$ cat src/rtl/btb_predictor_if.sv
// Fetch lookup, branch resolution, flush and perf bundle for the BTB.
// The master side drives requests; the slave side is the predictor.
interface btb_predictor_if;
    logic [31:0] fetch_pc;
    logic        btb_hit;
    logic        predicted_outcome;
    logic [31:0] predicted_target;
    logic        update_btb;
    logic [31:0] update_pc;
    logic        branch_outcome;
    logic [31:0] branch_target;
    logic        misprediction;
    logic        flush_req;
    logic        flush_busy;
    logic [31:0] perf_updates;
    logic [31:0] perf_mispredicts;

    modport master (
        output fetch_pc, update_btb, update_pc, branch_outcome,
        output branch_target, misprediction, flush_req,
        input  btb_hit, predicted_outcome, predicted_target,
        input  flush_busy, perf_updates, perf_mispredicts
    );

    modport slave (
        input  fetch_pc, update_btb, update_pc, branch_outcome,
        input  branch_target, misprediction, flush_req,
        output btb_hit, predicted_outcome, predicted_target,
        output flush_busy, perf_updates, perf_mispredicts
    );
endinterface

$ cat src/rtl/btb_predictor.sv
// Direct-mapped BTB with 2-bit direction counters, a one-entry-per-cycle
// invalidate sequencer and saturating perf counters.
module btb_predictor #(
    parameter int NUM_ENTRIES = 16
) (
    input  logic           CLK,
    input  logic           RST,
    btb_predictor_if.slave bus
);
    localparam int IDX_BITS = $clog2(NUM_ENTRIES);
    localparam int TAG_BITS = 30 - IDX_BITS;
    localparam logic [IDX_BITS-1:0] LAST_IDX = IDX_BITS'(NUM_ENTRIES - 1);

    typedef enum logic {IDLE, FLUSH} state_t;

    state_t                 state;
    logic                   busy;
    logic [IDX_BITS-1:0]    flush_idx;
    logic [NUM_ENTRIES-1:0] valid;
    logic [1:0]             ctr     [NUM_ENTRIES];
    logic [TAG_BITS-1:0]    tags    [NUM_ENTRIES];
    logic [31:0]            targets [NUM_ENTRIES];
    logic [31:0]            n_upd;
    logic [31:0]            n_mis;

    logic [IDX_BITS-1:0] f_idx;
    logic [TAG_BITS-1:0] f_tag;
    logic [IDX_BITS-1:0] u_idx;
    logic [TAG_BITS-1:0] u_tag;
    logic                f_hit;
    logic                u_hit;
    logic                unused_pc_bits;

    assign f_idx = bus.fetch_pc[IDX_BITS+1:2];
    assign f_tag = bus.fetch_pc[31:IDX_BITS+2];
    assign u_idx = bus.update_pc[IDX_BITS+1:2];
    assign u_tag = bus.update_pc[31:IDX_BITS+2];
    assign unused_pc_bits = ^{bus.fetch_pc[1:0], bus.update_pc[1:0]};

    // Table contents are stale while flushing, so the lookup is masked.
    assign f_hit = !busy && valid[f_idx] && (tags[f_idx] == f_tag);
    assign u_hit = valid[u_idx] && (tags[u_idx] == u_tag);

    assign bus.btb_hit           = f_hit;
    assign bus.predicted_outcome = f_hit && ctr[f_idx][1];
    assign bus.predicted_target  = (f_hit && ctr[f_idx][1]) ?
                                   targets[f_idx] : bus.fetch_pc + 32'd4;
    assign bus.flush_busy        = busy;
    assign bus.perf_updates      = n_upd;
    assign bus.perf_mispredicts  = n_mis;

    always_ff @(posedge CLK or posedge RST) begin
        if (RST) begin
            state     <= IDLE;
            busy      <= 1'b0;
            flush_idx <= '0;
            valid     <= '0;
            for (int i = 0; i < NUM_ENTRIES; i++) begin
                ctr[i]     <= 2'b01;
                tags[i]    <= '0;
                targets[i] <= '0;
            end
        end else begin
            case (state)
                IDLE: begin
                    if (bus.flush_req) begin
                        state     <= FLUSH;
                        busy      <= 1'b1;
                        flush_idx <= '0;
                    end else if (bus.update_btb) begin
                        if (u_hit) begin
                            if (bus.branch_outcome) begin
                                if (ctr[u_idx] != 2'b11)
                                    ctr[u_idx] <= ctr[u_idx] + 2'b01;
                                targets[u_idx] <= bus.branch_target;
                            end else if (ctr[u_idx] != 2'b00) begin
                                ctr[u_idx] <= ctr[u_idx] - 2'b01;
                            end
                        end else if (bus.branch_outcome) begin
                            valid[u_idx]   <= 1'b1;
                            tags[u_idx]    <= u_tag;
                            targets[u_idx] <= bus.branch_target;
                            ctr[u_idx]     <= 2'b10;
                        end
                    end
                end
                FLUSH: begin
                    valid[flush_idx] <= 1'b0;
                    ctr[flush_idx]   <= 2'b01;
                    flush_idx        <= flush_idx + 1'b1;
                    if (flush_idx == LAST_IDX) begin
                        state <= IDLE;
                        busy  <= 1'b0;
                    end
                end
                default: begin
                    state <= IDLE;
                    busy  <= 1'b0;
                end
            endcase
        end
    end

    always_ff @(posedge CLK or posedge RST) begin
        if (RST) begin
            n_upd <= '0;
            n_mis <= '0;
        end else if (bus.update_btb) begin
            if (n_upd != 32'hFFFF_FFFF)
                n_upd <= n_upd + 32'd1;
            if (bus.misprediction && n_mis != 32'hFFFF_FFFF)
                n_mis <= n_mis + 32'd1;
        end
    end
endmodule

$ cat src/flat_wrapper.sv
// flat-port wrapper written by rule: the top's interface ports become plain ports
module btb_predictor_flat 
#(
    parameter int NUM_ENTRIES = 16
)
  (CLK, RST, bus_fetch_pc, bus_update_btb, bus_update_pc, bus_branch_outcome, bus_branch_target, bus_misprediction, bus_flush_req, bus_btb_hit, bus_predicted_outcome, bus_predicted_target, bus_flush_busy, bus_perf_updates, bus_perf_mispredicts);
  btb_predictor_if bus_i ();
  input  logic CLK;
  input  logic RST;
  input wire logic [$bits(bus_i.fetch_pc)-1:0] bus_fetch_pc;
  input wire logic [$bits(bus_i.update_btb)-1:0] bus_update_btb;
  input wire logic [$bits(bus_i.update_pc)-1:0] bus_update_pc;
  input wire logic [$bits(bus_i.branch_outcome)-1:0] bus_branch_outcome;
  input wire logic [$bits(bus_i.branch_target)-1:0] bus_branch_target;
  input wire logic [$bits(bus_i.misprediction)-1:0] bus_misprediction;
  input wire logic [$bits(bus_i.flush_req)-1:0] bus_flush_req;
  output wire logic [$bits(bus_i.btb_hit)-1:0] bus_btb_hit;
  output wire logic [$bits(bus_i.predicted_outcome)-1:0] bus_predicted_outcome;
  output wire logic [$bits(bus_i.predicted_target)-1:0] bus_predicted_target;
  output wire logic [$bits(bus_i.flush_busy)-1:0] bus_flush_busy;
  output wire logic [$bits(bus_i.perf_updates)-1:0] bus_perf_updates;
  output wire logic [$bits(bus_i.perf_mispredicts)-1:0] bus_perf_mispredicts;
  assign bus_i.fetch_pc = bus_fetch_pc;
  assign bus_i.update_btb = bus_update_btb;
  assign bus_i.update_pc = bus_update_pc;
  assign bus_i.branch_outcome = bus_branch_outcome;
  assign bus_i.branch_target = bus_branch_target;
  assign bus_i.misprediction = bus_misprediction;
  assign bus_i.flush_req = bus_flush_req;
  assign bus_btb_hit = bus_i.btb_hit;
  assign bus_predicted_outcome = bus_i.predicted_outcome;
  assign bus_predicted_target = bus_i.predicted_target;
  assign bus_flush_busy = bus_i.flush_busy;
  assign bus_perf_updates = bus_i.perf_updates;
  assign bus_perf_mispredicts = bus_i.perf_mispredicts;
  btb_predictor #(.NUM_ENTRIES(NUM_ENTRIES)) u_core (.CLK(CLK), .RST(RST), .bus(bus_i));
endmodule
$ cat config.mk
export PLATFORM = sky130hd
export DESIGN_NAME = btb_predictor_flat
export DESIGN_NICKNAME = d
export VERILOG_FILES = /design/src/rtl/btb_predictor_if.sv /design/src/rtl/btb_predictor.sv /design/src/flat_wrapper.sv
export SDC_FILE = /design/constraint.sdc
export NUM_CORES = 2
export LEC_CHECK = 0
export ABC_CLOCK_PERIOD_IN_PS = 64000
export BUFFER_PORTS_ARGS = -buffer_cell sky130_fd_sc_hd__buf_2
export CELL_PAD_IN_SITES_DETAIL_PLACEMENT = 1
export CELL_PAD_IN_SITES_GLOBAL_PLACEMENT = 2
export CORE_MARGIN = 5
export CORE_UTILIZATION = 49
export DETAILED_ROUTE_END_ITERATION = 10
export PLACE_DENSITY_LB_ADDON = 0.1
export SETUP_SLACK_MARGIN = 0.02
export SLEW_MARGIN = 20
export SYNTH_ARGS = -nofsm -noshare
export SYNTH_HDL_FRONTEND = slang
export SYNTH_SLANG_ARGS = --single-unit
$ cat constraint.sdc
create_clock -name CLK -period 64 [get_ports CLK]
set_input_delay 12.8 -clock CLK [delete_from_list [all_inputs] [get_ports CLK]]
set_output_delay 12.8 -clock CLK [all_outputs]
set_load 0.02 [all_outputs]
==> flow_results.xml <==
<?xml version="1.0" encoding="UTF-8"?>
<metrics>
  <group name="routing">
    <metric name="detail_route.vias_per_cell" unit="">6.40</metric>
    <metric name="drc" unit="">0</metric>
    <metric name="route.met2.wl" unit="mm">82.5</metric>
    <metric name="detail_route.wl_per_cell" unit="µm">30.9</metric>
    <metric name="wl_met1" unit="mm">68.4</metric>
    <metric name="drtIter0Drc" unit="">2178</metric>
    <metric name="vias" unit="">34158</metric>
    <metric name="top_layer_used" unit="">met5</metric>
    <metric name="detail-route-antenna-nets" unit="">0</metric>
    <metric name="routed-wl-met3" unit="mm">8.76</metric>
    <metric name="detail_route.wirelength" unit="mm">165</metric>
    <metric name="drt_first_pass_iters" unit="">5</metric>
  </group>
  <group name="clocking">
    <metric name="cts_made_buffers" unit="">116</metric>
    <metric name="hold_buf_cts" unit="">0</metric>
    <metric name="cts_max_level" unit="">3</metric>
    <metric name="cts.clk_slew.worst_paths" unit="ns">0.05</metric>
    <metric name="cts_root_buf" unit="">sky130_fd_sc_hd__clkbuf_16</metric>
    <metric name="tritoncts" unit="">done</metric>
    <metric name="clock_latency" unit="ns">0.72</metric>
    <metric name="post-cts-setup-buffers" unit="">0</metric>
    <metric name="clock-sinks" unit="">1046</metric>
    <metric name="cts-root-to-sink-buffers" unit="">3</metric>
    <metric name="post_cts_resized" unit="">0</metric>
  </group>
  <group name="cells_and_area">
    <metric name="post_route_cells_drive_above_1_share" unit="%">43.7</metric>
    <metric name="utilization" unit="%">55.1</metric>
    <metric name="filler_cell_count" unit="">10157</metric>
    <metric name="num-nets-final" unit="">3939</metric>
    <metric name="register_area" unit="µm²">26200</metric>
    <metric name="multi_input_area" unit="µm²">25100</metric>
    <metric name="area.growth.synth_to_final" unit="%">11.8</metric>
  </group>
  <group name="setup_path">
    <metric name="criticalPathCategory" unit="">in2out</metric>
    <metric name="critical_path_arrival" unit="ns">19.06</metric>
    <metric name="setup.worst_path.start_class" unit="">input port</metric>
    <metric name="critical_path_required" unit="ns">51.20</metric>
    <metric name="reg2reg_slack" unit="ns">59.23</metric>
    <metric name="crit_path_max_fanout" unit="">57</metric>
    <metric name="crit_path_end_kind" unit="">output pin</metric>
  </group>
  <group name="floorplanning">
    <metric name="num_io_pins" unit="">201</metric>
    <metric name="die_height" unit="µm">338</metric>
    <metric name="die-width" unit="µm">338</metric>
    <metric name="floorplan.die_area" unit="µm²">114000</metric>
    <metric name="start_util" unit="%">49.3</metric>
    <metric name="core_area" unit="µm²">107000</metric>
    <metric name="rows" unit="">120</metric>
  </group>
  <group name="synthesis">
    <metric name="synthTopCellsByArea" unit="">sky130_fd_sc_hd__dfrtp_1, sky130_fd_sc_hd__mux2_2, sky130_fd_sc_hd__mux4_2</metric>
    <metric name="post-synth-top-area-fraction" unit="%">48.9</metric>
    <metric name="synth.net_count" unit="">3880</metric>
    <metric name="yosys_warnings" unit="">0</metric>
    <metric name="post_synth_most_frequent_cells" unit="">sky130_fd_sc_hd__dfrtp_1, sky130_fd_sc_hd__mux2_2, sky130_fd_sc_hd__mux4_2, sky130_fd_sc_hd__nand2_1, sky130_fd_sc_hd__o21ai_0</metric>
    <metric name="syn_area_per_cell" unit="µm²">14.0</metric>
    <metric name="yosys_cell_types" unit="">70</metric>
    <metric name="netlist_area" unit="µm²">52700</metric>
    <metric name="synth_sequential_area_ratio" unit="%">49.7</metric>
    <metric name="synth_flop_cell" unit="">sky130_fd_sc_hd__dfrtp_1</metric>
    <metric name="synthArstFlopShare" unit="%">100</metric>
    <metric name="syn_inst" unit="">3769</metric>
    <metric name="synth_edf_count" unit="">0</metric>
    <metric name="yosysTopAreaCell" unit="">sky130_fd_sc_hd__dfrtp_1</metric>
    <metric name="ys_seq_elements" unit="">1046</metric>
    <metric name="yosysMostFrequentCell" unit="">sky130_fd_sc_hd__dfrtp_1</metric>
  </group>
  <group name="global_routing">
    <metric name="wire_length_of_the_first_global_routing_pass" unit="mm">251</metric>
    <metric name="remaining_overflow_grt" unit="">0</metric>
    <metric name="gr-usage-all-layers" unit="%">29.2</metric>
    <metric name="initial_antenna_violation_count" unit="">18</metric>
    <metric name="first_global_vias" unit="">38246</metric>
    <metric name="largest_net_degree_at_the_start_of_global_routing" unit="">208</metric>
  </group>
  <group name="sta">
    <metric name="worst_slew_margin_rel" unit="%">28.2</metric>
    <metric name="totalNegativeSetupSlack" unit="ns">0</metric>
    <metric name="final_setup_fails" unit="">0</metric>
    <metric name="timing_max_transition_violations_final" unit="">0</metric>
    <metric name="period_share" unit="%">49.8</metric>
    <metric name="setup_repair_after_global_routing_missed_its_margin" unit="">no</metric>
    <metric name="worst-slew-pin-transition" unit="ns">1.07</metric>
    <metric name="max_freq" unit="MHz">31.4</metric>
    <metric name="final.min_clock_period" unit="ns">31.86</metric>
    <metric name="timing_hold_violations_final" unit="">0</metric>
    <metric name="clock_skew" unit="ns">0.0292</metric>
  </group>
  <group name="pwr">
    <metric name="power.static_leakage" unit="µW">0.0276</metric>
    <metric name="worst_ir_drop_vdd" unit="mV">0.0234</metric>
    <metric name="pwr_density_cell" unit="nW/µm²">28.9</metric>
  </group>
  <group name="placed_design">
    <metric name="dp_hpwl" unit="mm">98.3</metric>
    <metric name="numPortBuffers" unit="">198</metric>
    <metric name="routabilityCongestion" unit="">0.813</metric>
  </group>
  <group name="run">
    <metric name="maxCapViolations" unit="">0</metric>
  </group>
  <group name="worst_hold_path">
    <metric name="hold_path.class" unit="">reg2reg</metric>
  </group>
  <group name="run_status">
    <metric name="run_status" unit="">completed</metric>
  </group>
</metrics>
-- cell families after synthesis --
| family | after synthesis | synth area share (%) |
|---|---|---|
| mux | 1291 | 35.3 |
| flops | 1046 | 49.7 |
| simple gates | 544 | 4.88 |
| compound gates | 371 | 4.44 |
| buf+inv | 355 | 2.94 |
| xor+xnor | 153 | 2.54 |
| fa+ha+maj | 9 | 0.214 |
-- stage by stage --
step                      worst slack (ns)  total power [µW]  area [µm²]  hold slack, ns  instances
final                                32.14              1700       58900           0.483       5335
after CTS                            31.98              1710       58800           0.486       5322
after global routing                 31.76              1770       58900           0.495       5327
after detailed placement             31.99              1010       54700           0.478       5109
after floorplan                      21.79               931       52700           0.457       3769
after global placement               32.03               991       54700           0.470       5109
-- metal layers --
metal | global-route usage, % | vias up
li1 | - | 14215
met1 | 38.4 | 18702
met2 | 50.0 | 926
met3 | 5.45 | 303
met4 | 8.68 | 12
met5 | 0 | -
-- final timing paths --
path                            depth (start not counted)                     endpoint                  startpoint
min in group asynchronous                               2  u_core.bus.perf_updates[14]                         RST
worst max-delay path                                   14     bus_predicted_target[29]             bus_fetch_pc[2]
max in group asynchronous                               6          u_core.targets[153]                         RST
worst min register to register                          1   u_core.bus.perf_updates[5]  u_core.bus.perf_updates[5]
worst max register to register                         10               u_core.ctr[12]              u_core.tags[6]
worst min-delay path                                    1   u_core.bus.perf_updates[5]  u_core.bus.perf_updates[5]
-- power by group --
part	switching, µW	internal (µW)
Combinational	126	106
Clock	281	419
Sequential	44.2	723
Total	451	1250
-- cell type report --
type / instances / share of cell area [%]
diodes: 9 / 0.0382
repair buffers: 265 / 2.83
inverters: 31 / 0.210
clock buffers: 173 / 5.91
well taps: 1403 / 2.98
clock inverters: 40 / 0.962
multi-input cells: 2368 / 42.6
flip-flops and latches: 1046 / 44.5
-- sequential cells by signal, summed over array words and instances (netlist names) --
signal and count:
u_core.valid 16, u_core.bus.perf_mispredicts 32, u_core.targets 512, u_core.ctr 32, u_core.state 1, u_core.flush_idx 4, u_core.bus.flush_busy 1, u_core.tags 416
u_core.bus.perf_updates 32
-- cells in the final DEF (no fill, tap or decap), drive strengths merged, types with 16 or more instances in the layout --
cell type / synthesis / routed
mux4: 369 / 369
inv: 29 / 31
xor2: 52 / 52
a21oi: 36 / 36
and3: 21 / 21
dfrtp: 1030 / 1030
buf: 181 / 265
mux2: 823 / 823
nand3: 59 / 59
mux2i: 99 / 99
clkbuf: 143 / 173
dfstp: 16 / 16
nand4: 28 / 28
nand2: 297 / 297
nor2: 58 / 58
clkinv: 2 / 26
o21ai: 183 / 183
a211oi: 22 / 22
a22o: 19 / 19
o31ai: 16 / 16
nor2b: 26 / 26
a22oi: 19 / 19
xnor2: 101 / 101
-- critical path, stage by stage --
cell	delay (ns)
sky130_fd_sc_hd__buf_8	0.51
sky130_fd_sc_hd__buf_4	0.69
sky130_fd_sc_hd__buf_4	0.77
sky130_fd_sc_hd__mux4_2	0.59
sky130_fd_sc_hd__nor2b_1	0.15
sky130_fd_sc_hd__a211oi_1	0.29
sky130_fd_sc_hd__a21oi_1	0.12
sky130_fd_sc_hd__xor2_1	0.19
sky130_fd_sc_hd__nor4_1	0.28
sky130_fd_sc_hd__nand4_1	0.19
sky130_fd_sc_hd__nor4_2	0.77
sky130_fd_sc_hd__and2_2	0.93
sky130_fd_sc_hd__mux2_2	0.48
sky130_fd_sc_hd__buf_2	0.18
Note: power is estimated with default switching activity, not from simulation.
